**src/rtl/clock_set_ctrl_if.sv**
```systemverilog
// Time/date edit bus: buttons and running BCD value in, edited BCD value and
// display hints out of the edit controller.
interface clock_set_ctrl_if;
    logic       btn_set;
    logic       btn_next;
    logic       btn_inc;

    logic [3:0] cur_sec_unit;
    logic [3:0] cur_sec_ten;
    logic [3:0] cur_min_unit;
    logic [3:0] cur_min_ten;
    logic [3:0] cur_hour_unit;
    logic [3:0] cur_hour_ten;
    logic [3:0] cur_day_unit;
    logic [1:0] cur_day_ten;
    logic [3:0] cur_month_unit;
    logic [1:0] cur_month_ten;
    logic [3:0] cur_year_unit;
    logic [3:0] cur_year_ten;
    logic [3:0] cur_year_hund;
    logic [3:0] cur_year_thou;

    logic [3:0] set_sec_unit;
    logic [3:0] set_sec_ten;
    logic [3:0] set_min_unit;
    logic [3:0] set_min_ten;
    logic [3:0] set_hour_unit;
    logic [3:0] set_hour_ten;
    logic [3:0] set_day_unit;
    logic [1:0] set_day_ten;
    logic [3:0] set_month_unit;
    logic [1:0] set_month_ten;
    logic [3:0] set_year_unit;
    logic [3:0] set_year_ten;
    logic [3:0] set_year_hund;
    logic [3:0] set_year_thou;

    logic       set_load;
    logic       editing;
    logic [2:0] field;
    logic       blink;

    modport master (
        input  btn_set, btn_next, btn_inc,
        input  cur_sec_unit, cur_sec_ten, cur_min_unit, cur_min_ten,
        input  cur_hour_unit, cur_hour_ten, cur_day_unit, cur_day_ten,
        input  cur_month_unit, cur_month_ten,
        input  cur_year_unit, cur_year_ten, cur_year_hund, cur_year_thou,
        output set_sec_unit, set_sec_ten, set_min_unit, set_min_ten,
        output set_hour_unit, set_hour_ten, set_day_unit, set_day_ten,
        output set_month_unit, set_month_ten,
        output set_year_unit, set_year_ten, set_year_hund, set_year_thou,
        output set_load, editing, field, blink
    );

    modport slave (
        output btn_set, btn_next, btn_inc,
        output cur_sec_unit, cur_sec_ten, cur_min_unit, cur_min_ten,
        output cur_hour_unit, cur_hour_ten, cur_day_unit, cur_day_ten,
        output cur_month_unit, cur_month_ten,
        output cur_year_unit, cur_year_ten, cur_year_hund, cur_year_thou,
        input  set_sec_unit, set_sec_ten, set_min_unit, set_min_ten,
        input  set_hour_unit, set_hour_ten, set_day_unit, set_day_ten,
        input  set_month_unit, set_month_ten,
        input  set_year_unit, set_year_ten, set_year_hund, set_year_thou,
        input  set_load, editing, field, blink
    );
endinterface

```
**src/rtl/clock_set_ctrl.sv**
```systemverilog
// Century-clock edit controller: captures the running time/date, lets the user
// step and increment fields, and commits the result with a one-cycle load.
module clock_set_ctrl #(
    parameter int unsigned BLINK_DIV = 25000000
) (
    input  logic             clk,
    input  logic             rst_n,
    clock_set_ctrl_if.master bus
);
    localparam int unsigned CNT_W = $clog2(BLINK_DIV);

    typedef enum logic [1:0] {IDLE, EDIT, COMMIT} state_t;

    state_t           state, state_nxt;
    logic             set_q, next_q, inc_q;
    logic             set_e, next_e, inc_e;
    logic             capture, do_next, do_inc, do_commit;
    logic             set_load_q, editing_q, blink_q;
    logic [2:0]       field_q;
    logic [CNT_W-1:0] blink_cnt;

    logic [3:0] hr_t, hr_u, mn_t, mn_u, sc_t, sc_u, dy_u, mo_u;
    logic [1:0] dy_t, mo_t;
    logic [3:0] yr_th, yr_h, yr_t, yr_u;

    logic [6:0] yy, cc, mo_bin, day_bin, dim_bin;
    logic       leap;
    logic [1:0] dim_t;
    logic [3:0] dim_u;

    // Rising-edge detect with set > next > inc priority
    assign set_e  = bus.btn_set & ~set_q;
    assign next_e = bus.btn_next & ~next_q & ~set_e;
    assign inc_e  = bus.btn_inc & ~inc_q & ~set_e & ~(bus.btn_next & ~next_q);

    // Days in the month currently held in the shadow registers
    always_comb begin
        yy      = 7'(yr_t) * 7'd10 + 7'(yr_u);
        cc      = 7'(yr_th) * 7'd10 + 7'(yr_h);
        mo_bin  = 7'(mo_t) * 7'd10 + 7'(mo_u);
        day_bin = 7'(dy_t) * 7'd10 + 7'(dy_u);
        leap    = (yy != 7'd0) ? (yy[1:0] == 2'd0) : (cc[1:0] == 2'd0);
        dim_t   = 2'd3;
        dim_u   = 4'd1;
        case (mo_bin)
            7'd2: begin
                dim_t = 2'd2;
                dim_u = leap ? 4'd9 : 4'd8;
            end
            7'd4, 7'd6, 7'd9, 7'd11: begin
                dim_t = 2'd3;
                dim_u = 4'd0;
            end
            default: ;
        endcase
        dim_bin = 7'(dim_t) * 7'd10 + 7'(dim_u);
    end

    always_ff @(posedge clk or negedge rst_n) begin
        if (!rst_n) state <= IDLE;
        else        state <= state_nxt;
    end

    always_comb begin
        state_nxt = state;
        capture   = 1'b0;
        do_next   = 1'b0;
        do_inc    = 1'b0;
        do_commit = 1'b0;
        case (state)
            IDLE: begin
                if (set_e) begin
                    state_nxt = EDIT;
                    capture   = 1'b1;
                end
            end
            EDIT: begin
                if (set_e) begin
                    state_nxt = COMMIT;
                    do_commit = 1'b1;
                end else if (next_e) begin
                    do_next = 1'b1;
                end else if (inc_e) begin
                    do_inc = 1'b1;
                end
            end
            COMMIT:  state_nxt = IDLE;
            default: state_nxt = IDLE;
        endcase
    end

    always_ff @(posedge clk or negedge rst_n) begin
        if (!rst_n) begin
            set_q <= 1'b0; next_q <= 1'b0; inc_q <= 1'b0;
            set_load_q <= 1'b0; editing_q <= 1'b0; blink_q <= 1'b1;
            field_q <= 3'd0; blink_cnt <= '0;
            hr_t <= 4'd0; hr_u <= 4'd0; mn_t <= 4'd0; mn_u <= 4'd0;
            sc_t <= 4'd0; sc_u <= 4'd0; dy_t <= 2'd0; dy_u <= 4'd1;
            mo_t <= 2'd0; mo_u <= 4'd1;
            yr_th <= 4'd2; yr_h <= 4'd0; yr_t <= 4'd0; yr_u <= 4'd0;
        end else begin
            set_q      <= bus.btn_set;
            next_q     <= bus.btn_next;
            inc_q      <= bus.btn_inc;
            set_load_q <= (state_nxt == COMMIT);
            editing_q  <= (state_nxt == EDIT);

            // Blink restarts on every user action so the edited field stays visible
            if (capture || do_next || do_inc || (state_nxt != EDIT)) begin
                blink_q   <= 1'b1;
                blink_cnt <= '0;
            end else if (blink_cnt == CNT_W'(BLINK_DIV - 1)) begin
                blink_q   <= ~blink_q;
                blink_cnt <= '0;
            end else begin
                blink_cnt <= blink_cnt + CNT_W'(1);
            end

            if (capture) begin
                field_q <= 3'd0;
                hr_t <= bus.cur_hour_ten;   hr_u <= bus.cur_hour_unit;
                mn_t <= bus.cur_min_ten;    mn_u <= bus.cur_min_unit;
                sc_t <= bus.cur_sec_ten;    sc_u <= bus.cur_sec_unit;
                dy_t <= bus.cur_day_ten;    dy_u <= bus.cur_day_unit;
                mo_t <= bus.cur_month_ten;  mo_u <= bus.cur_month_unit;
                yr_th <= bus.cur_year_thou; yr_h <= bus.cur_year_hund;
                yr_t <= bus.cur_year_ten;   yr_u <= bus.cur_year_unit;
            end

            if (do_next) field_q <= (field_q == 3'd5) ? 3'd0 : field_q + 3'd1;

            if (do_commit && (day_bin > dim_bin)) begin
                dy_t <= dim_t;
                dy_u <= dim_u;
            end

            if (do_inc) begin
                case (field_q)
                    3'd0: begin
                        if (hr_t == 4'd2 && hr_u == 4'd3) begin hr_t <= 4'd0; hr_u <= 4'd0; end
                        else if (hr_u == 4'd9) begin hr_t <= hr_t + 4'd1; hr_u <= 4'd0; end
                        else hr_u <= hr_u + 4'd1;
                    end
                    3'd1: begin
                        if (mn_u == 4'd9) begin
                            mn_u <= 4'd0;
                            mn_t <= (mn_t == 4'd5) ? 4'd0 : mn_t + 4'd1;
                        end else mn_u <= mn_u + 4'd1;
                    end
                    3'd2: begin
                        if (sc_u == 4'd9) begin
                            sc_u <= 4'd0;
                            sc_t <= (sc_t == 4'd5) ? 4'd0 : sc_t + 4'd1;
                        end else sc_u <= sc_u + 4'd1;
                    end
                    3'd3: begin
                        if (day_bin >= dim_bin) begin dy_t <= 2'd0; dy_u <= 4'd1; end
                        else if (dy_u == 4'd9) begin dy_t <= dy_t + 2'd1; dy_u <= 4'd0; end
                        else dy_u <= dy_u + 4'd1;
                    end
                    3'd4: begin
                        if (mo_bin == 7'd12) begin mo_t <= 2'd0; mo_u <= 4'd1; end
                        else if (mo_u == 4'd9) begin mo_t <= 2'd1; mo_u <= 4'd0; end
                        else mo_u <= mo_u + 4'd1;
                    end
                    3'd5: begin
                        if (yr_u != 4'd9) yr_u <= yr_u + 4'd1;
                        else begin
                            yr_u <= 4'd0;
                            if (yr_t != 4'd9) yr_t <= yr_t + 4'd1;
                            else begin
                                yr_t <= 4'd0;
                                if (yr_h != 4'd9) yr_h <= yr_h + 4'd1;
                                else begin
                                    yr_h  <= 4'd0;
                                    yr_th <= (yr_th == 4'd9) ? 4'd0 : yr_th + 4'd1;
                                end
                            end
                        end
                    end
                    default: ;
                endcase
            end
        end
    end

    assign bus.set_hour_ten   = hr_t;
    assign bus.set_hour_unit  = hr_u;
    assign bus.set_min_ten    = mn_t;
    assign bus.set_min_unit   = mn_u;
    assign bus.set_sec_ten    = sc_t;
    assign bus.set_sec_unit   = sc_u;
    assign bus.set_day_ten    = dy_t;
    assign bus.set_day_unit   = dy_u;
    assign bus.set_month_ten  = mo_t;
    assign bus.set_month_unit = mo_u;
    assign bus.set_year_thou  = yr_th;
    assign bus.set_year_hund  = yr_h;
    assign bus.set_year_ten   = yr_t;
    assign bus.set_year_unit  = yr_u;
    assign bus.set_load       = set_load_q;
    assign bus.editing        = editing_q;
    assign bus.field          = field_q;
    assign bus.blink          = blink_q;
endmodule

```
**src/flat_wrapper.sv**
```systemverilog
// flat-port wrapper written by rule: the top's interface ports become plain ports
module clock_set_ctrl_flat 
#(
    parameter int unsigned BLINK_DIV = 25000000
)
  (clk, rst_n, bus_btn_set, bus_btn_next, bus_btn_inc, bus_cur_sec_unit, bus_cur_sec_ten, bus_cur_min_unit, bus_cur_min_ten, bus_cur_hour_unit, bus_cur_hour_ten, bus_cur_day_unit, bus_cur_day_ten, bus_cur_month_unit, bus_cur_month_ten, bus_cur_year_unit, bus_cur_year_ten, bus_cur_year_hund, bus_cur_year_thou, bus_set_sec_unit, bus_set_sec_ten, bus_set_min_unit, bus_set_min_ten, bus_set_hour_unit, bus_set_hour_ten, bus_set_day_unit, bus_set_day_ten, bus_set_month_unit, bus_set_month_ten, bus_set_year_unit, bus_set_year_ten, bus_set_year_hund, bus_set_year_thou, bus_set_load, bus_editing, bus_field, bus_blink);
  clock_set_ctrl_if bus_i ();
  input  logic clk;
  input  logic rst_n;
  input wire logic [$bits(bus_i.btn_set)-1:0] bus_btn_set;
  input wire logic [$bits(bus_i.btn_next)-1:0] bus_btn_next;
  input wire logic [$bits(bus_i.btn_inc)-1:0] bus_btn_inc;
  input wire logic [$bits(bus_i.cur_sec_unit)-1:0] bus_cur_sec_unit;
  input wire logic [$bits(bus_i.cur_sec_ten)-1:0] bus_cur_sec_ten;
  input wire logic [$bits(bus_i.cur_min_unit)-1:0] bus_cur_min_unit;
  input wire logic [$bits(bus_i.cur_min_ten)-1:0] bus_cur_min_ten;
  input wire logic [$bits(bus_i.cur_hour_unit)-1:0] bus_cur_hour_unit;
  input wire logic [$bits(bus_i.cur_hour_ten)-1:0] bus_cur_hour_ten;
  input wire logic [$bits(bus_i.cur_day_unit)-1:0] bus_cur_day_unit;
  input wire logic [$bits(bus_i.cur_day_ten)-1:0] bus_cur_day_ten;
  input wire logic [$bits(bus_i.cur_month_unit)-1:0] bus_cur_month_unit;
  input wire logic [$bits(bus_i.cur_month_ten)-1:0] bus_cur_month_ten;
  input wire logic [$bits(bus_i.cur_year_unit)-1:0] bus_cur_year_unit;
  input wire logic [$bits(bus_i.cur_year_ten)-1:0] bus_cur_year_ten;
  input wire logic [$bits(bus_i.cur_year_hund)-1:0] bus_cur_year_hund;
  input wire logic [$bits(bus_i.cur_year_thou)-1:0] bus_cur_year_thou;
  output wire logic [$bits(bus_i.set_sec_unit)-1:0] bus_set_sec_unit;
  output wire logic [$bits(bus_i.set_sec_ten)-1:0] bus_set_sec_ten;
  output wire logic [$bits(bus_i.set_min_unit)-1:0] bus_set_min_unit;
  output wire logic [$bits(bus_i.set_min_ten)-1:0] bus_set_min_ten;
  output wire logic [$bits(bus_i.set_hour_unit)-1:0] bus_set_hour_unit;
  output wire logic [$bits(bus_i.set_hour_ten)-1:0] bus_set_hour_ten;
  output wire logic [$bits(bus_i.set_day_unit)-1:0] bus_set_day_unit;
  output wire logic [$bits(bus_i.set_day_ten)-1:0] bus_set_day_ten;
  output wire logic [$bits(bus_i.set_month_unit)-1:0] bus_set_month_unit;
  output wire logic [$bits(bus_i.set_month_ten)-1:0] bus_set_month_ten;
  output wire logic [$bits(bus_i.set_year_unit)-1:0] bus_set_year_unit;
  output wire logic [$bits(bus_i.set_year_ten)-1:0] bus_set_year_ten;
  output wire logic [$bits(bus_i.set_year_hund)-1:0] bus_set_year_hund;
  output wire logic [$bits(bus_i.set_year_thou)-1:0] bus_set_year_thou;
  output wire logic [$bits(bus_i.set_load)-1:0] bus_set_load;
  output wire logic [$bits(bus_i.editing)-1:0] bus_editing;
  output wire logic [$bits(bus_i.field)-1:0] bus_field;
  output wire logic [$bits(bus_i.blink)-1:0] bus_blink;
  assign bus_i.btn_set = bus_btn_set;
  assign bus_i.btn_next = bus_btn_next;
  assign bus_i.btn_inc = bus_btn_inc;
  assign bus_i.cur_sec_unit = bus_cur_sec_unit;
  assign bus_i.cur_sec_ten = bus_cur_sec_ten;
  assign bus_i.cur_min_unit = bus_cur_min_unit;
  assign bus_i.cur_min_ten = bus_cur_min_ten;
  assign bus_i.cur_hour_unit = bus_cur_hour_unit;
  assign bus_i.cur_hour_ten = bus_cur_hour_ten;
  assign bus_i.cur_day_unit = bus_cur_day_unit;
  assign bus_i.cur_day_ten = bus_cur_day_ten;
  assign bus_i.cur_month_unit = bus_cur_month_unit;
  assign bus_i.cur_month_ten = bus_cur_month_ten;
  assign bus_i.cur_year_unit = bus_cur_year_unit;
  assign bus_i.cur_year_ten = bus_cur_year_ten;
  assign bus_i.cur_year_hund = bus_cur_year_hund;
  assign bus_i.cur_year_thou = bus_cur_year_thou;
  assign bus_set_sec_unit = bus_i.set_sec_unit;
  assign bus_set_sec_ten = bus_i.set_sec_ten;
  assign bus_set_min_unit = bus_i.set_min_unit;
  assign bus_set_min_ten = bus_i.set_min_ten;
  assign bus_set_hour_unit = bus_i.set_hour_unit;
  assign bus_set_hour_ten = bus_i.set_hour_ten;
  assign bus_set_day_unit = bus_i.set_day_unit;
  assign bus_set_day_ten = bus_i.set_day_ten;
  assign bus_set_month_unit = bus_i.set_month_unit;
  assign bus_set_month_ten = bus_i.set_month_ten;
  assign bus_set_year_unit = bus_i.set_year_unit;
  assign bus_set_year_ten = bus_i.set_year_ten;
  assign bus_set_year_hund = bus_i.set_year_hund;
  assign bus_set_year_thou = bus_i.set_year_thou;
  assign bus_set_load = bus_i.set_load;
  assign bus_editing = bus_i.editing;
  assign bus_field = bus_i.field;
  assign bus_blink = bus_i.blink;
  clock_set_ctrl #(.BLINK_DIV(BLINK_DIV)) u_core (.clk(clk), .rst_n(rst_n), .bus(bus_i));
endmodule
```
**config.mk**
```make
export PLATFORM = sky130hd
export DESIGN_NAME = clock_set_ctrl_flat
export DESIGN_NICKNAME = d
export VERILOG_FILES = /design/src/rtl/clock_set_ctrl_if.sv /design/src/rtl/clock_set_ctrl.sv /design/src/flat_wrapper.sv
export SDC_FILE = /design/constraint.sdc
export NUM_CORES = 1
export LEC_CHECK = 0
export CAP_MARGIN = 20
export CORE_MARGIN = 5
export CORE_UTILIZATION = 57
export CTS_CLUSTER_DIAMETER = 80
export DETAILED_ROUTE_END_ITERATION = 10
export PLACE_DENSITY_LB_ADDON = 0.05
export SETUP_SLACK_MARGIN = 0.3
export SLEW_MARGIN = 20
export SYNTH_ARGS = -nofsm -noshare
export SYNTH_HDL_FRONTEND = slang
export SYNTH_SLANG_ARGS = --single-unit
export TNS_END_PERCENT = 5
```
**constraint.sdc**
```tcl
create_clock -name clk -period 9.54 [get_ports clk]
set_clock_uncertainty 0.1 [all_clocks]
set_input_delay 1.908 -clock clk [delete_from_list [all_inputs] [get_ports clk]]
set_output_delay 1.908 -clock clk [all_outputs]
set_load 0.05 [all_outputs]
```
# After elaboration in Yosys (flattened, before gate mapping)
# Index checks and enable logic that the tools add are counted.
# word_totals
ff_bits	88
out_inout_bits	58
wordCells	200
# op_classes
n_addsub	20
n_mul	5
magnitude_cmp	2
n_eq_ne	29
n_mux	96
bitwise_logic	12
reduce_logical	13
# op_table
op	n
2-to-1 mux 4 bit	61
2-to-1 mux 25 bit	2
adder 4 x 1 -> 4 bit (second input constant)	12
2-to-1 mux 2 bit	13
adder 25 x 1 -> 25 bit (second input constant)	1
== test 25 bit (second input constant)	1
== test 4 bit (second input constant)	6
adder 6 x 4 -> 7 bit	3
== test 7 x 4 -> 1 bit (second input constant)	3
multiplier 2 x 3 -> 5 bit (second input constant)	3
2-to-1 mux 1 bit	15
== test 7 x 3 -> 1 bit (second input constant)	2
!= test 4 bit (second input constant)	3
2-to-1 mux 3 bit	3
== test 4 x 2 -> 1 bit (second input constant)	2
== test 4 x 3 -> 1 bit (second input constant)	2
one-hot mux 4 bit (2 select lines)	1
adder 7 x 4 -> 7 bit	1
== test 7 x 2 -> 1 bit (second input constant)	1
>= comparator 7 bit	1
greater-than comparator 7 bit	1
nonzero test 7 bit	1
bitwise AND 1 bit	6
== test 3 x 2 -> 1 bit (second input constant)	2
18 further kinds	31

# Depth between registers and ports, before layout
# Gate-level depths: netlist (run 1).
# logic_depth
ltp_word	14
mapped_depth	14
mapped_depth_nobuf	14

# Least setup slack after synthesis (run 1)
# No wires, ideal clock.
# synth_path
path_type	register -> register
from	register u_core.yr_t[1], in the netlist u_core.bus.set_year_ten[1]
to	register u_core.dy_u[2], in the netlist u_core.bus.set_day_unit[2]
setup_time_ns	0.069
arrival_ns	3.670
t_required_ns	9.371
setup_slack_ns	5.701
path_stages_with_launch	14
path_buffers	0
cell_sequence	dfrtp_1 > ha_1 > ha_1 > inv_1 > fa_1 > xor2_1 > a2111oi_0 > o2111ai_1 > and3_1 > ha_1 > a211oi_1 > o21ai_0 > or4_1 > nand3_1
# synth_between
elab_chain_len	12
# synth_lines
element	line	rtl
start: declaration	clock_set_ctrl.sv:24	logic [3:0] yr_th, yr_h, yr_t, yr_u;
start signal: assignment	clock_set_ctrl.sv:127	yr_t <= bus.cur_year_ten; yr_u <= bus.cur_year_unit;
start signal: assignment	clock_set_ctrl.sv:170	if (yr_t != 4'd9) yr_t <= yr_t + 4'd1;
multiplier 4 x 3 -> 6 bit (*)	clock_set_ctrl.sv:38	yy = 7'(yr_t) * 7'd10 + 7'(yr_u);
adder 7 x 4 -> 7 bit (*)	clock_set_ctrl.sv:38	
nonzero test 7 bit (*)	clock_set_ctrl.sv:42	leap = (yy != 7'd0) ? (yy[1:0] == 2'd0) : (cc[1:0] == 2'd0);
2-to-1 mux 1 bit (*)	clock_set_ctrl.sv:42	
2-to-1 mux 1 bit (*)	clock_set_ctrl.sv:48	dim_u = leap ? 4'd9 : 4'd8;
one-hot mux 4 bit (2 select lines) (*)	clock_set_ctrl.sv:45	case (mo_bin)
adder 6 x 4 -> 7 bit (*)	clock_set_ctrl.sv:56	dim_bin = 7'(dim_t) * 7'd10 + 7'(dim_u);
greater-than comparator 7 bit	clock_set_ctrl.sv:132	if (do_commit && (day_bin > dim_bin)) begin
logical AND 1 bit	clock_set_ctrl.sv:132	
2-to-1 mux 4 bit	clock_set_ctrl.sv:132	
2-to-1 mux 4 bit	clock_set_ctrl.sv:138	case (field_q)
2-to-1 mux 4 bit (*)	clock_set_ctrl.sv:137	if (do_inc) begin
end signal: assignment	clock_set_ctrl.sv:124	dy_t <= bus.cur_day_ten; dy_u <= bus.cur_day_unit;
end signal: assignment	clock_set_ctrl.sv:134	dy_u <= dim_u;
end signal: assignment	clock_set_ctrl.sv:159	else dy_u <= dy_u + 4'd1;
end: declaration	clock_set_ctrl.sv:22	logic [3:0] hr_t, hr_u, mn_t, mn_u, sc_t, sc_u, dy_u, mo_u;
# Every way passes the cells marked *; elsewhere a longest branch is shown, timed or not.
# A chain may end at the register's enable or synchronous reset.

# Final worst setup path (run 1)
# layout_path
from	input port bus_btn_set
to	register u_core.hr_u[2], in the netlist u_core.bus.set_hour_unit[2]
# layout_between
elab_chain_len	9
# layout_lines
element	line	rtl
start: declaration	flat_wrapper.sv:10	input wire logic [$bits(bus_i.btn_set)-1:0] bus_btn_set;
bitwise AND 1 bit (*)	clock_set_ctrl.sv:32	assign set_e = bus.btn_set & ~set_q;
inverter 1 bit	clock_set_ctrl.sv:33, clock_set_ctrl.sv:34	
bitwise AND 1 bit (2 in a row)	clock_set_ctrl.sv:34	assign inc_e = bus.btn_inc & ~inc_q & ~set_e & ~(bus.btn_next & ~next_q);
2-to-1 mux 1 bit	clock_set_ctrl.sv:83	end else if (inc_e) begin
2-to-1 mux 1 bit	clock_set_ctrl.sv:81	end else if (next_e) begin
2-to-1 mux 1 bit	clock_set_ctrl.sv:78	if (set_e) begin
2-to-1 mux 1 bit	clock_set_ctrl.sv:70	case (state)
2-to-1 mux 4 bit (*)	clock_set_ctrl.sv:137	
end signal: assignment	clock_set_ctrl.sv:121	hr_t <= bus.cur_hour_ten; hr_u <= bus.cur_hour_unit;
end signal: assignment	clock_set_ctrl.sv:142	else hr_u <= hr_u + 4'd1;
end: declaration	clock_set_ctrl.sv:22	
# Marked as above.

==> impl_metrics.env, run 1 <==
export IMPL_status="finished, final reports clean"
export IMPL_crit_required_ns=9.69
export IMPL_async_flop_share=1.00
export IMPL_slew_headroom=0.273
export IMPL_swShare=0.513
export IMPL_antennaDiodeCount=0
export IMPL_vias=5206
export IMPL_root_buffer="clkbuf_8"
export IMPL_worst_path_max_fanout=17
export IMPL_wl_per_cell_um=16.7
export IMPL_multi_input_area_um2=3300
export IMPL_intPower_mw=1.16
export IMPL_clock_path_buffers=2
export IMPL_power_density_nw_per_um2=332
export IMPL_grt_max_degree=56
export IMPL_dp_cells=850
export IMPL_crit_path_end="u_core.bus.set_hour_unit[2]"
export IMPL_die_w_um=111
export IMPL_synth_area_um2=5770
export IMPL_syn_inst=621
export IMPL_ctsResizeCount=0
export IMPL_via_per_inst=6.01
export IMPL_synth_seq_cells=88
export IMPL_synth_edf_count=0
export IMPL_fmax_mhz=248
export IMPL_h_tree_depth=3
export IMPL_maxCapViolations=0
export IMPL_nNetsFinal=815
export IMPL_rsz0062_at_grt="no"
export IMPL_critical_path_cell_count=6
export IMPL_io_pins=115
export IMPL_combPwrFrac=0.581
export IMPL_worstMarginPinSlew_ns=1.08
export IMPL_p_switching_mw=1.22
export IMPL_setup_violations=0
export IMPL_antenna_found_initial=0
export IMPL_worstSetupStartpointType="input pin"
export IMPL_cp_arrival_ns=4.17
export IMPL_tritoncts="yes"
export IMPL_final_common_cell="clkdlybuf4s50_1"
export IMPL_routed_wl_um=14500
export IMPL_crit_slowest_cell="or4_1"
export IMPL_synth_net_count=708
export IMPL_ant_nets=0
export IMPL_postCtsSetupBuffers=0
export IMPL_critPathBufInv=1
export IMPL_layout_common_cells="clkdlybuf4s50_1 (113), dfrtp_1 (84), nor2_1 (55), nand2_1 (55)"
export IMPL_grt_pass1_wl_um=24000
export IMPL_place_congestion=0.874
export IMPL_die_h_um=111
export IMPL_r2r_cells=13
export IMPL_path_cells="clkdlybuf4s50_1 > nand2b_1 > nand4_4 > or4_1 > mux2i_1 > a221o_1"
export IMPL_yosysSeqAreaShare=0.383
export IMPL_hold_buffers=0
export IMPL_final_cell_count_no_fill=866
export IMPL_drt_iter0_markers=336
export IMPL_start_util=0.587
export IMPL_clk_pin_slew_ns=0.09
export IMPL_first_pass_iters=5
export IMPL_clock_power_share=0.114
export IMPL_syn_to_final_growth_pct=24.1
export IMPL_grt_ovfl_total=0
export IMPL_ff2ff_setup_slack_ns=5.62
export IMPL_hold_path_class="reg -> reg"
export IMPL_yosysWarningCount=0
export IMPL_p_leak_nw=2.96
export IMPL_rows=36
export IMPL_drive_above_1_share=0.0709
export IMPL_worstSetupStartpoint="bus_btn_set"
export IMPL_synthFlopType="dfrtp_1"
export IMPL_period_share=0.422
export IMPL_first_global_vias=5111
export IMPL_grt_usage=0.234
export IMPL_path_delay_family="simple AND/OR/NAND/NOR gates"
export IMPL_dp_final_hpwl_um=10600
export IMPL_finalHoldViolations=0
export IMPL_ff_latch_area_um2=2210
export IMPL_numCtsBuffers=9
export IMPL_dieArea_um2=12200
export IMPL_clock_latency_ns=0.37
export IMPL_drv_slew=0
export IMPL_pwr_share_seq=0.305
export IMPL_remaining_drc_errors=0
export IMPL_min_period_ns=4.03
export IMPL_critPathKind="in -> reg"
export IMPL_syn_avg_cell_area_um2=9.29
export IMPL_finalSetupTns_ns=0
export IMPL_core_area_um2=9820
export IMPL_cp_end_kind="register"
export IMPL_r2r_start="u_core.bus.set_year_ten[3]"
export IMPL_r2r_end="u_core.bus.set_day_unit[2]"
export IMPL_yosysUniqueCellTypes=76
export IMPL_cp_slowest_stage_delay_ns=0.65
export IMPL_numPortBuffers=114
export IMPL_ir_drop_v=0.000224
export IMPL_clock_sinks=88
export IMPL_fill_cells=805
per-layer routing:
metal	global-route usage	part of all wire	wire length (um)
met1	0.296	0.44	6360
met2	0.392	0.49	7040
met3	0.0470	0.050	724
met4	0.0920	0.023	337
met5	0	0	0
through the flow:
step	util	total power [mW]	hold slack [ns]	setup slack (ns)	area, um^2
3_3_place_gp	0.708	2.05	0.343	5.21	6960
5_1_grt	0.729	2.53	0.393	5.31	7160
3_5_place_dp	0.708	2.10	0.339	5.17	6960
6_report	0.729	2.38	0.356	5.51	7160
4_1_cts	0.729	2.38	0.361	5.55	7160
2_1_floorplan	-	1.66	0.316	5.70	5770
flip-flops by register name, summed over array words and instances, names as in the netlist, 2 cells and up:
name,flops
u_core.blink_cnt,25
u_core.bus.field,3
u_core.bus.set_day_ten,2
u_core.bus.set_day_unit,4
u_core.bus.set_hour_ten,4
u_core.bus.set_hour_unit,4
u_core.bus.set_min_ten,4
u_core.bus.set_min_unit,4
u_core.bus.set_month_ten,2
u_core.bus.set_month_unit,4
u_core.bus.set_sec_ten,4
u_core.bus.set_sec_unit,4
u_core.bus.set_year_hund,4
u_core.bus.set_year_ten,4
u_core.bus.set_year_thou,4
u_core.bus.set_year_unit,4
u_core.state,2
synthesized netlist by cell type, drive strengths merged, types with 5 or more instances:
library cell / number / area, um^2
a31oi: 7 / 43.8
a22oi: 10 / 75.1
xnor2: 8 / 70.1
and3: 8 / 50.1
xor2: 27 / 236
nor2b: 10 / 62.6
inv: 32 / 120
mux2i: 19 / 190
a21oi: 22 / 110
nand3: 31 / 155
o22ai: 6 / 37.5
and2: 14 / 87.6
a221o: 9 / 90.1
ha: 26 / 325
o21ai: 30 / 150
nand2b: 6 / 37.5
o21a: 5 / 37.5
a211oi: 8 / 60.1
dfrtp: 84 / 2100
nor4: 11 / 96.3
clkbuf: 11 / 61.3
buf: 10 / 83.8
and4: 5 / 43.8
nand2: 55 / 206
or3: 9 / 58.8
nor3: 13 / 81.3
nand4: 14 / 115
a21o: 6 / 45.0
o211ai: 7 / 52.6
nor2: 55 / 206
layout make-up:
type	instances	share of cell area
Inverter	32	0.0168
Timing Repair Buffer	117	0.162
Multi-Input combinational cell	480	0.461
Clock inverter	6	0.0105
Sequential cell	88	0.308
Tap cell	133	0.0232
Clock buffer	10	0.0178
cells by family (layout without fill, tap and decap cells):
| group | after synthesis | in the layout | synth area share |
|---|---|---|---|
| buf+inv | 53 | 165 | 0.0460 |
| mux | 21 | 21 | 0.0369 |
| xor+xnor | 35 | 35 | 0.0531 |
| fa+ha+maj | 30 | 30 | 0.0703 |
| compound gates | 138 | 138 | 0.165 |
| flops | 88 | 88 | 0.383 |
| simple gates | 256 | 256 | 0.246 |
power groups by stage:
stage / Sequential, mW / Combinational, mW / Clock [mW]
after floorplan: 1.06 / 0.606 / 0
after global placement: 0.716 / 1.34 / 0
after detailed placement: 0.723 / 1.38 / 0
after CTS: 0.719 / 1.39 / 0.275
after global routing: 0.751 / 1.49 / 0.289
final: 0.726 / 1.38 / 0.272
worst min path at each step:
| stage | startpoint | end | slack [ns] | cells past startpoint |
|---|---|---|---|---|
| after floorplan | u_core.set_q | u_core.bus.set_load | 0.32 | 1 |
| after global placement | u_core.set_q | u_core.bus.set_load | 0.34 | 1 |
| after detailed placement | u_core.set_q | u_core.bus.set_load | 0.34 | 1 |
| after CTS | u_core.set_q | u_core.bus.set_load | 0.36 | 1 |
| after global routing | u_core.set_q | u_core.bus.set_load | 0.39 | 1 |
| final | u_core.set_q | u_core.bus.set_load | 0.36 | 1 |
No activity file was read; power rests on OpenSTA's default activity.
==> run 2, diff against run 1 <==
--- a/config.mk
+++ b/config.mk
@@ -7,7 +7,7 @@
 export LEC_CHECK = 0
 export CAP_MARGIN = 20
 export CORE_MARGIN = 5
-export CORE_UTILIZATION = 57
+export CORE_UTILIZATION = 53
 export CTS_CLUSTER_DIAMETER = 80
 export DETAILED_ROUTE_END_ITERATION = 10
 export PLACE_DENSITY_LB_ADDON = 0.05
==> constraint.sdc (replaced) <==
create_clock -name clk -period 4.1 [get_ports clk]
set_clock_uncertainty 0.1 [all_clocks]
set_input_delay 0.82 -clock clk [delete_from_list [all_inputs] [get_ports clk]]
set_output_delay 0.82 -clock clk [all_outputs]
set_load 0.05 [all_outputs]
==> impl_metrics.env, run 2 (synthesis gave the netlist of run 1 again) <==
export IMPL_clk_pin_slew_ns=0.09
export IMPL_finalHoldViolations=0
export IMPL_ir_drop_v=0.000539
export IMPL_grt_ovfl_total=0
export IMPL_grt_pass1_wl_um=24100
export IMPL_start_util=0.537
export IMPL_dp_final_hpwl_um=10700
export IMPL_drv_slew=0
export IMPL_grt_usage=0.227
export IMPL_crit_slowest_cell="or4_1"
export IMPL_final_common_cell="clkdlybuf4s50_1"
export IMPL_cp_slowest_stage_delay_ns=0.52
export IMPL_crit_required_ns=4.30
export IMPL_grt_max_degree=73
export IMPL_status="finished, final reports clean"
export IMPL_maxCapViolations=0
export IMPL_worstSetupStartpointType="register"
export IMPL_rows=38
export IMPL_slew_headroom=0.260
export IMPL_antenna_found_initial=0
export IMPL_cpMostUsedCell="ha_1"
export IMPL_root_buffer="clkbuf_8"
export IMPL_ant_nets=0
export IMPL_numPortBuffers=114
export IMPL_period_share=0.885
export IMPL_io_pins=115
export IMPL_remaining_drc_errors=0
export IMPL_layout_common_cells="clkdlybuf4s50_1 (113), dfrtp_1 (81), nor2_1 (55), nand2_1 (55)"
export IMPL_wl_per_cell_um=16.7
export IMPL_antennaDiodeCount=0
export IMPL_hold_path_class="reg -> reg"
export IMPL_cp_arrival_ns=3.83
export IMPL_ff2ff_setup_slack_ns=0.47
export IMPL_hold_buffers=0
export IMPL_clock_latency_ns=0.37
export IMPL_syn_to_final_growth_pct=25.9
export IMPL_fmax_mhz=276
export IMPL_die_w_um=114
export IMPL_first_global_vias=5113
export IMPL_routed_wl_um=14700
export IMPL_drive_above_1_share=0.0932
export IMPL_via_per_inst=5.86
export IMPL_path_cells="ha_1 > fa_2 > xor2_1 > or3b_2 > a211o_1 > and3_1 > ha_1 > a211oi_2 > o21ai_2 > or4_1 > nand3_1"
export IMPL_critPathKind="reg -> reg"
export IMPL_p_leak_nw=2.99
export IMPL_vias=5155
export IMPL_power_density_nw_per_um2=775
export IMPL_drt_iter0_markers=272
export IMPL_tritoncts="yes"
export IMPL_clock_path_buffers=2
export IMPL_first_pass_iters=4
export IMPL_largest_reg_flops=25
export IMPL_place_congestion=0.911
export IMPL_finalSetupTns_ns=0
export IMPL_die_h_um=114
export IMPL_worst_path_max_fanout=8
export IMPL_h_tree_depth=3
export IMPL_clock_sinks=88
export IMPL_dieArea_um2=13100
export IMPL_largest_register="u_core.blink_cnt"
export IMPL_nNetsFinal=822
export IMPL_post_route_util=0.676
export IMPL_setup_violations=0
export IMPL_rsz0062_at_grt="no"
export IMPL_worstMarginPinSlew_ns=1.10
export IMPL_min_period_ns=3.63
export IMPL_cp_end_kind="register"
export IMPL_core_area_um2=10700
export IMPL_numCtsBuffers=9
[run 2: cell type report]
type	instances	area (um^2)
inverter	32	120
clock buffer	10	128
multi-input combinational	480	3330
fill	913	3490
sequential	88	2210
timing repair buffer	124	1230
clock inverter	6	70.1
tap	140	175
[run 2: path summary, 6_finish.rpt]
path / end / cells after the start / startpoint
min reg2reg: u_core.bus.set_load / 1 / u_core.set_q
max reg2reg: u_core.bus.set_day_unit[2] / 11 / u_core.bus.set_month_unit[1]
min: u_core.bus.set_load / 1 / u_core.set_q
max: u_core.bus.set_day_unit[2] / 11 / u_core.bus.set_month_unit[1]
max in group asynchronous: u_core.bus.set_year_hund[2] / 2 / rst_n
min in group asynchronous: u_core.blink_cnt[20] / 1 / rst_n
[run 2: per-stage QoR]
| step | hold slack (ns) | worst slack [ns] | instances | area, um^2 | total power, mW |
|---|---|---|---|---|---|
| floorplan | 0.316 | 0.304 | 621 | 5770 | 3.87 |
| global placement | 0.342 | 0.388 | 859 | 7000 | 4.81 |
| detailed placement | 0.341 | 0.181 | 859 | 7000 | 4.91 |
| CTS | 0.351 | 0.303 | 876 | 7210 | 5.56 |
| global route | 0.369 | 0.265 | 880 | 7260 | 6.00 |
| finish | 0.350 | 0.473 | 880 | 7260 | 5.63 |
[run 2: critical path: cells and delay by family, from the launching register on]
kind                       cells  cell delay (ns)
DFF                            1             0.46
AOI/OAI and AO/OA              3             0.65
adders and majority gates      3             0.93
xor gates and xnor gates       1             0.20
and+or+nand+nor                4             1.21
[run 2: per-layer routing]
layer / vias up / global-route usage / wire [um]
met2: 132 / 0.374 / 7220
met3: 27 / 0.0375 / 646
met5: - / 0 / 0
met4: 0 / 0.103 / 395
met1: 2499 / 0.294 / 6470
li1: 2497 / - / -
[run 2: power breakdown]
group / switching (mW) / total [mW] / internal, mW
sequential: 0.486 / 1.64 / 1.16
combinational: 2.05 / 3.37 / 1.32
clock: 0.334 / 0.619 / 0.285
[run 2: timing repair]
item | CTS | global route
pin swaps | 1 | 1
resized for setup | 3 | 8
endpoints found under the setup margin | 5 | 6
setup buffers | 1 | 4
